`config.mk`:
```
export PLATFORM = sky130hd
export DESIGN_NAME = calc_seq_ctrl
export DESIGN_NICKNAME = d
export VERILOG_FILES = /design/src/rtl/calc_pkg.sv /design/src/rtl/btn_edge_pulse.sv /design/src/rtl/calc_seq_ctrl.sv
export SDC_FILE = /design/constraint.sdc
export NUM_CORES = 1
export LEC_CHECK = 0
export CAP_MARGIN = 10
export CORE_UTILIZATION = 60
export DETAILED_ROUTE_END_ITERATION = 6
export DONT_BUFFER_PORTS = 1
export GPL_TIMING_DRIVEN = 0
export PLACE_DENSITY = 0.78
export SETUP_SLACK_MARGIN = 0.05
export SYNTH_ARGS = -nofsm -noshare
export SYNTH_HDL_FRONTEND = slang
export SYNTH_SLANG_ARGS = --single-unit
```
`constraint.sdc`:
```
create_clock -name clk -period 5.15 [get_ports clk]
set_clock_uncertainty 0.1 [all_clocks]
set_input_delay 1.2875 -clock clk [delete_from_list [all_inputs] [get_ports clk]]
set_output_delay 1.2875 -clock clk [all_outputs]
set_load 0.005 [all_outputs]
```
`src/rtl/calc_pkg.sv`:
```
// Shared types and constants for the calculator sequencing controller.
// Contents: state enum (one-hot, so it doubles as the state LED pattern),
// op code constants, data/op widths and an op-code validity helper.
package calc_pkg;

  localparam int DATA_W = 4;
  localparam int OP_W   = 3;

  // One-hot encoding; bit order matches state_led {SHOW,EXEC,GET_OP,GET_B,GET_A}.
  typedef enum logic [4:0] {
    S_GET_A  = 5'b00001,
    S_GET_B  = 5'b00010,
    S_GET_OP = 5'b00100,
    S_EXEC   = 5'b01000,
    S_SHOW   = 5'b10000
  } state_e;

  localparam logic [OP_W-1:0] OP_ADD = 3'b000;
  localparam logic [OP_W-1:0] OP_SUB = 3'b001;
  localparam logic [OP_W-1:0] OP_AND = 3'b010;
  localparam logic [OP_W-1:0] OP_OR  = 3'b011;
  localparam logic [OP_W-1:0] OP_XOR = 3'b100;
  localparam logic [OP_W-1:0] OP_NOT = 3'b101;

  // 110 and 111 are unassigned and reported as errors.
  function automatic logic op_valid(input logic [OP_W-1:0] op);
    return (op <= OP_NOT);
  endfunction

endpackage

```
`src/rtl/btn_edge_pulse.sv`:
```
// Button synchronizer + rising-edge detector.
// Ports:
//   clk      system clock
//   rst      synchronous active-high reset
//   i_btn    raw asynchronous button level
//   o_pulse  registered one-cycle pulse per rising edge of the synchronized level
// Latency: level first sampled at edge N -> o_pulse high after edge N+SYNC_STAGES.
// SYNC_STAGES must be at least 2.
module btn_edge_pulse #(
  parameter int SYNC_STAGES = 2
) (
  input  logic clk,
  input  logic rst,
  input  logic i_btn,
  output logic o_pulse
);

  logic [SYNC_STAGES-1:0] r_sync;
  logic [SYNC_STAGES:0]   r_vld;   // marks which stages hold post-reset samples
  logic                   r_prev;
  logic                   r_pulse;

  always_ff @(posedge clk) begin
    if (rst) begin
      r_sync  <= '0;
      r_vld   <= '0;
      r_prev  <= 1'b0;
      r_pulse <= 1'b0;
    end else begin
      r_sync  <= {r_sync[SYNC_STAGES-2:0], i_btn};
      r_vld   <= {r_vld[SYNC_STAGES-1:0], 1'b1};
      r_prev  <= r_sync[SYNC_STAGES-1];
      // The zeros loaded by reset are not real samples: only fire once r_prev
      // holds a genuine level, so a button held through reset never pulses.
      r_pulse <= r_sync[SYNC_STAGES-1] & ~r_prev & r_vld[SYNC_STAGES];
    end
  end

  assign o_pulse = r_pulse;

endmodule

```
`src/rtl/calc_seq_ctrl.sv`:
```
// Calculator sequencing controller: collects A, B and op code on successive
// Enter presses, drives the external ALU for one EXEC cycle, and holds the
// result with carry/borrow and error flags for the display.
// Ports:
//   clk, rst              clock, synchronous active-high reset
//   sw, op_sel            switch operand / op code
//   btn_enter             raw asynchronous Enter button
//   btn_clear             synchronous clear (priority over Enter)
//   alu_a/alu_b/alu_op    registered operands/op to the ALU
//   alu_result            combinational ALU result
//   disp_val              display value (live switches while collecting)
//   state_led             one-hot state
//   done, carry, err      result-held flag and held result flags
// Build option: CALC_CHAIN_EN - Enter in SHOW chains the result into A and
// resumes at GET_B; otherwise Enter in SHOW returns to GET_A.
module calc_seq_ctrl
  import calc_pkg::*;
#(
  parameter int SYNC_STAGES = 2
) (
  input  logic              clk,
  input  logic              rst,
  input  logic [DATA_W-1:0] sw,
  input  logic [OP_W-1:0]   op_sel,
  input  logic              btn_enter,
  input  logic              btn_clear,
  output logic [DATA_W-1:0] alu_a,
  output logic [DATA_W-1:0] alu_b,
  output logic [OP_W-1:0]   alu_op,
  input  logic [DATA_W-1:0] alu_result,
  output logic [DATA_W-1:0] disp_val,
  output logic [4:0]        state_led,
  output logic              done,
  output logic              carry,
  output logic              err
);

  state_e            r_state, w_state_nxt;
  logic [DATA_W-1:0] r_a, r_b, r_res;
  logic [DATA_W-1:0] w_a_nxt, w_b_nxt, w_res_nxt;
  logic [OP_W-1:0]   r_op, w_op_nxt;
  logic              r_carry, r_err, w_carry_nxt, w_err_nxt;
  logic              w_enter;
  logic [DATA_W:0]   w_sum;

  btn_edge_pulse #(.SYNC_STAGES(SYNC_STAGES)) u_enter (
    .clk     (clk),
    .rst     (rst),
    .i_btn   (btn_enter),
    .o_pulse (w_enter)
  );

  assign w_sum = {1'b0, r_a} + {1'b0, r_b};

  always_ff @(posedge clk) begin
    if (rst) begin
      r_state <= S_GET_A;
      r_a     <= '0;
      r_b     <= '0;
      r_op    <= '0;
      r_res   <= '0;
      r_carry <= 1'b0;
      r_err   <= 1'b0;
    end else begin
      r_state <= w_state_nxt;
      r_a     <= w_a_nxt;
      r_b     <= w_b_nxt;
      r_op    <= w_op_nxt;
      r_res   <= w_res_nxt;
      r_carry <= w_carry_nxt;
      r_err   <= w_err_nxt;
    end
  end

  always_comb begin
    w_state_nxt = r_state;
    w_a_nxt     = r_a;
    w_b_nxt     = r_b;
    w_op_nxt    = r_op;
    w_res_nxt   = r_res;
    w_carry_nxt = r_carry;
    w_err_nxt   = r_err;
    if (btn_clear) begin
      w_state_nxt = S_GET_A;
      w_a_nxt     = '0;
      w_b_nxt     = '0;
      w_op_nxt    = '0;
      w_res_nxt   = '0;
      w_carry_nxt = 1'b0;
      w_err_nxt   = 1'b0;
    end else begin
      case (r_state)
        S_GET_A: if (w_enter) begin
          w_a_nxt     = sw;
          w_state_nxt = S_GET_B;
        end
        S_GET_B: if (w_enter) begin
          w_b_nxt     = sw;
          w_state_nxt = S_GET_OP;
        end
        S_GET_OP: if (w_enter) begin
          w_op_nxt    = op_sel;
          w_state_nxt = S_EXEC;
        end
        // Single-cycle execute; an Enter pulse landing here is dropped.
        S_EXEC: begin
          w_state_nxt = S_SHOW;
          if (op_valid(r_op)) begin
            w_res_nxt = alu_result;
            w_err_nxt = 1'b0;
            case (r_op)
              OP_ADD:  w_carry_nxt = w_sum[DATA_W];
              OP_SUB:  w_carry_nxt = (r_a < r_b);
              default: w_carry_nxt = 1'b0;
            endcase
          end else begin
            w_res_nxt   = '0;
            w_err_nxt   = 1'b1;
            w_carry_nxt = 1'b0;
          end
        end
        S_SHOW: if (w_enter) begin
`ifdef CALC_CHAIN_EN
          w_a_nxt     = r_res;
          w_carry_nxt = 1'b0;
          w_err_nxt   = 1'b0;
          w_state_nxt = S_GET_B;
`else
          w_state_nxt = S_GET_A;
`endif
        end
        default: w_state_nxt = S_GET_A;
      endcase
    end
  end

  always_comb begin
    disp_val = r_res;
    case (r_state)
      S_GET_A, S_GET_B: disp_val = sw;
      S_GET_OP:         disp_val = {1'b0, op_sel};
      default:          disp_val = r_res;
    endcase
  end

  assign alu_a     = r_a;
  assign alu_b     = r_b;
  assign alu_op    = r_op;
  assign state_led = r_state;
  assign done      = (r_state == S_SHOW);
  assign carry     = r_carry;
  assign err       = r_err;

endmodule

```
==> reports/results.tsv <==
stage	metric	value	unit
cts	clk slew on worst S/H paths	0.09	ns
power_and_ir_drop	Cell Pwr Density	244	nW/µm²
grt	GR Util All Layers	25.7	%
final_layout	Final Util	67.3	%
final_layout	Area growth, synth to finish	5.97	%
timing	total negative slack	0	ns
grt	largest net degree at the start of global routing	11	
cts	post-CTS setup buffer count	0	
synthesis	syn nets	177	
synthesis	register bit total from synthesis	29	
die	I/O pin total	38	
timing	Period Utilization, post-route	62.3	%
timing	Tightest Pin Transition	0.423	ns
final_layout	ANT cells	0	
routing	detailed-route wire length per cell	15.0	µm
synthesis	Netlist cell types	38	
final_layout	share of layout cells above drive strength 1	10.4	%
routing	Routed Antenna Nets	0	
synthesis	mapped cell area	1410	µm²
synthesis	top_reg_cell synth	dfxtp_1	
synthesis	EDFF count, synth	0	
grt	grt ovf	0	
flow_run	Max Cap Violations	0	
grt	first-pass GRT wire length	4630	µm
cts	CTS tree	built	
worst_setup_path	critical path class	reg2out	
synthesis	Mapped Avg Cell Area	9.01	µm²
grt	vias in the first global route	1053	
synthesis	Seq/Total Area, Yosys	41.3	%
power_and_ir_drop	Leakage Power	0.560	nW
power_and_ir_drop	Pwr Total	0.364	mW
synthesis	yosys warns	0	
timing	min cycle time layout	3.21	ns
cts	# hold bufs at CTS	0	
status	outcome	completed	
worst_setup_path	crit-path max FO	9	
die	full die area	2540	µm²
final_layout	Final nets	184	
die	die width	50.4	µm
cts	Num CTS Buffers	5	
grt	antenna violations before repair	0	
synthesis	Syn Inst Count	156	
cts	CTS root buffer	clkbuf_4	
routing	drt first pass iters	4	
worst_setup_path	CP startpoint kind	flop	
cts	CTS H-tree lvls	2	
timing	Slew headroom	71.8	%
routing	Iteration-0 DRC Markers	24	
timing	unrepaired setup endpoints after global routing	no	
place	IO Port Bufs	0	
die	Initial Util	63.5	%
cts	Worst-Skew Late Latency	0.33	ns
place	HPWL Detailed	2180	µm
routing	Vias/cell	5.85	
die	num rows	17	
power_and_ir_drop	Peak VDD IR	0.000207	V
worst_setup_path	worst path required time	3.76	ns
cts	post-cts resize count	0	
routing	via count	1124	
die	die height	50.4	µm
synthesis	ys async rst share	0	%
die	CORE AREA	2210	µm²
timing	fmax	312	MHz
min_path	Hold/Removal Path Class	reg2reg	
worst_setup_path	Worst Setup End Kind	output port	
timing	endpoints failing setup	0	
cts	clock sink total	29	
timing	Fin. Hold Viols	0	
cts	clk buf depth	2	
routing	Residual DRC	0	
worst_setup_path	crit path DAT	1.82	ns
routing	Routed Wire Length	2870	µm
timing	Slew Limit Fails	0	
place	gp weighted congestion	0.871	
## cell usage in the layout, fill, tap and decap left out, types with 3 or more instances in the layout
master and n:
dfxtp_1 29, nor2_1 14, a21oi_1 12, nand2_1 10, nand3_1 10, nor2b_1 9
mux2i_1 8, nor3_1 7, clkbuf_1 6, ha_1 6, inv_1 5, nand2b_1 5
clkbuf_4 5, a22o_1 4, buf_6 3, a21o_1 3, o21ai_0 3
## final cells by class
type / count / area [µm²]
Multi-Input combinational cell: 114 / 752
Fill cell: 183 / 723
Sequential cell: 29 / 581
Buffer: 8 / 53.8
Clock buffer: 8 / 48.8
Tap cell: 28 / 35.0
Inverter: 5 / 18.8
## stage by stage
stage          cell area, µm²  hold slack (ns)  setup slack, ns  instances
2_1_floorplan            1410            0.314             2.14        156
3_5_place_dp             1440            0.341             2.11        184
3_3_place_gp             1440            0.315             2.11        184
6_report                 1490            0.350             1.94        192
4_1_cts                  1490            0.355             1.98        192
5_1_grt                  1490            0.363             1.78        192
## kinds of logic after synthesis
logic type | synth area share [%]
DFF | 41.3
xor gates and xnor gates | 1.25
muxes | 5.70
and+or+nand+nor | 28.9
buffers and inverters | 5.16
AOI/OAI and AO/OA | 12.3
adders and majority gates | 5.34
## critical path, cell delays in order (launching register included)
cell and delay, ns:
dfxtp_1 0.36, clkbuf_1 0.31, nand2b_1 0.21, nor2b_1 0.07, buf_2 0.15, nor2_1 0.20
a22o_1 0.18
## final timing paths
kind,start,to,slack (ns),depth (start not counted)
max,state_led[1]$_SDFFE_PP0P_,disp_val[3],1.94,6
min,u_enter.r_sync[1]$_SDFF_PP0_,u_enter.r_prev$_SDFF_PP0_,0.35,1
max reg2reg,alu_b[1]$_SDFFE_PP0P_,carry$_SDFFE_PP0P_,3.33,6
min reg2reg,u_enter.r_sync[1]$_SDFF_PP0_,u_enter.r_prev$_SDFF_PP0_,0.35,1
## registers in the layout, summed over array words and instances (netlist names)
| name | count |
|---|---|
| err | 1 |
| u_enter.o_pulse | 1 |
| alu_a | 4 |
| u_enter.r_vld | 3 |
| alu_b | 4 |
| alu_op | 3 |
| u_enter.r_sync | 2 |
| carry | 1 |
| u_enter.r_prev | 1 |
| r_res | 4 |
| state_led | 5 |
## synth_stat cells (3+ instances only)
cell,number,area (µm²)
nor2_1,14,52.6
a21o_1,3,22.5
nor3_1,7,35.0
nand2b_1,5,31.3
mux2i_1,8,80.1
nand2_1,10,37.5
nor2b_1,9,56.3
clkbuf_1,3,11.3
a22o_1,4,35.0
o21ai_0,3,15.0
dfxtp_1,29,581
nand3_1,10,50.1
a21oi_1,12,60.1
inv_1,5,18.8
ha_1,6,75.1
buf_6,3,33.8
## metal layers
metal / routed length (µm) / track usage (%) / share of wire, % / vias to the layer above
met5: 0 / 0 / 0 / -
met3: 246 / 12.7 / 8.6 / 4
met1: 1200 / 29.5 / 42 / 509
met4: 35 / 9.72 / 1.2 / 0
li1: - / - / - / 561
met2: 1400 / 40.9 / 49 / 50
## where the power goes
part,internal (mW),switching [mW]
clock,0.0542,0.0729
combinational,0.00451,0.00530
sequential,0.226,0.000545
Power figures use the tool's default switching activity.
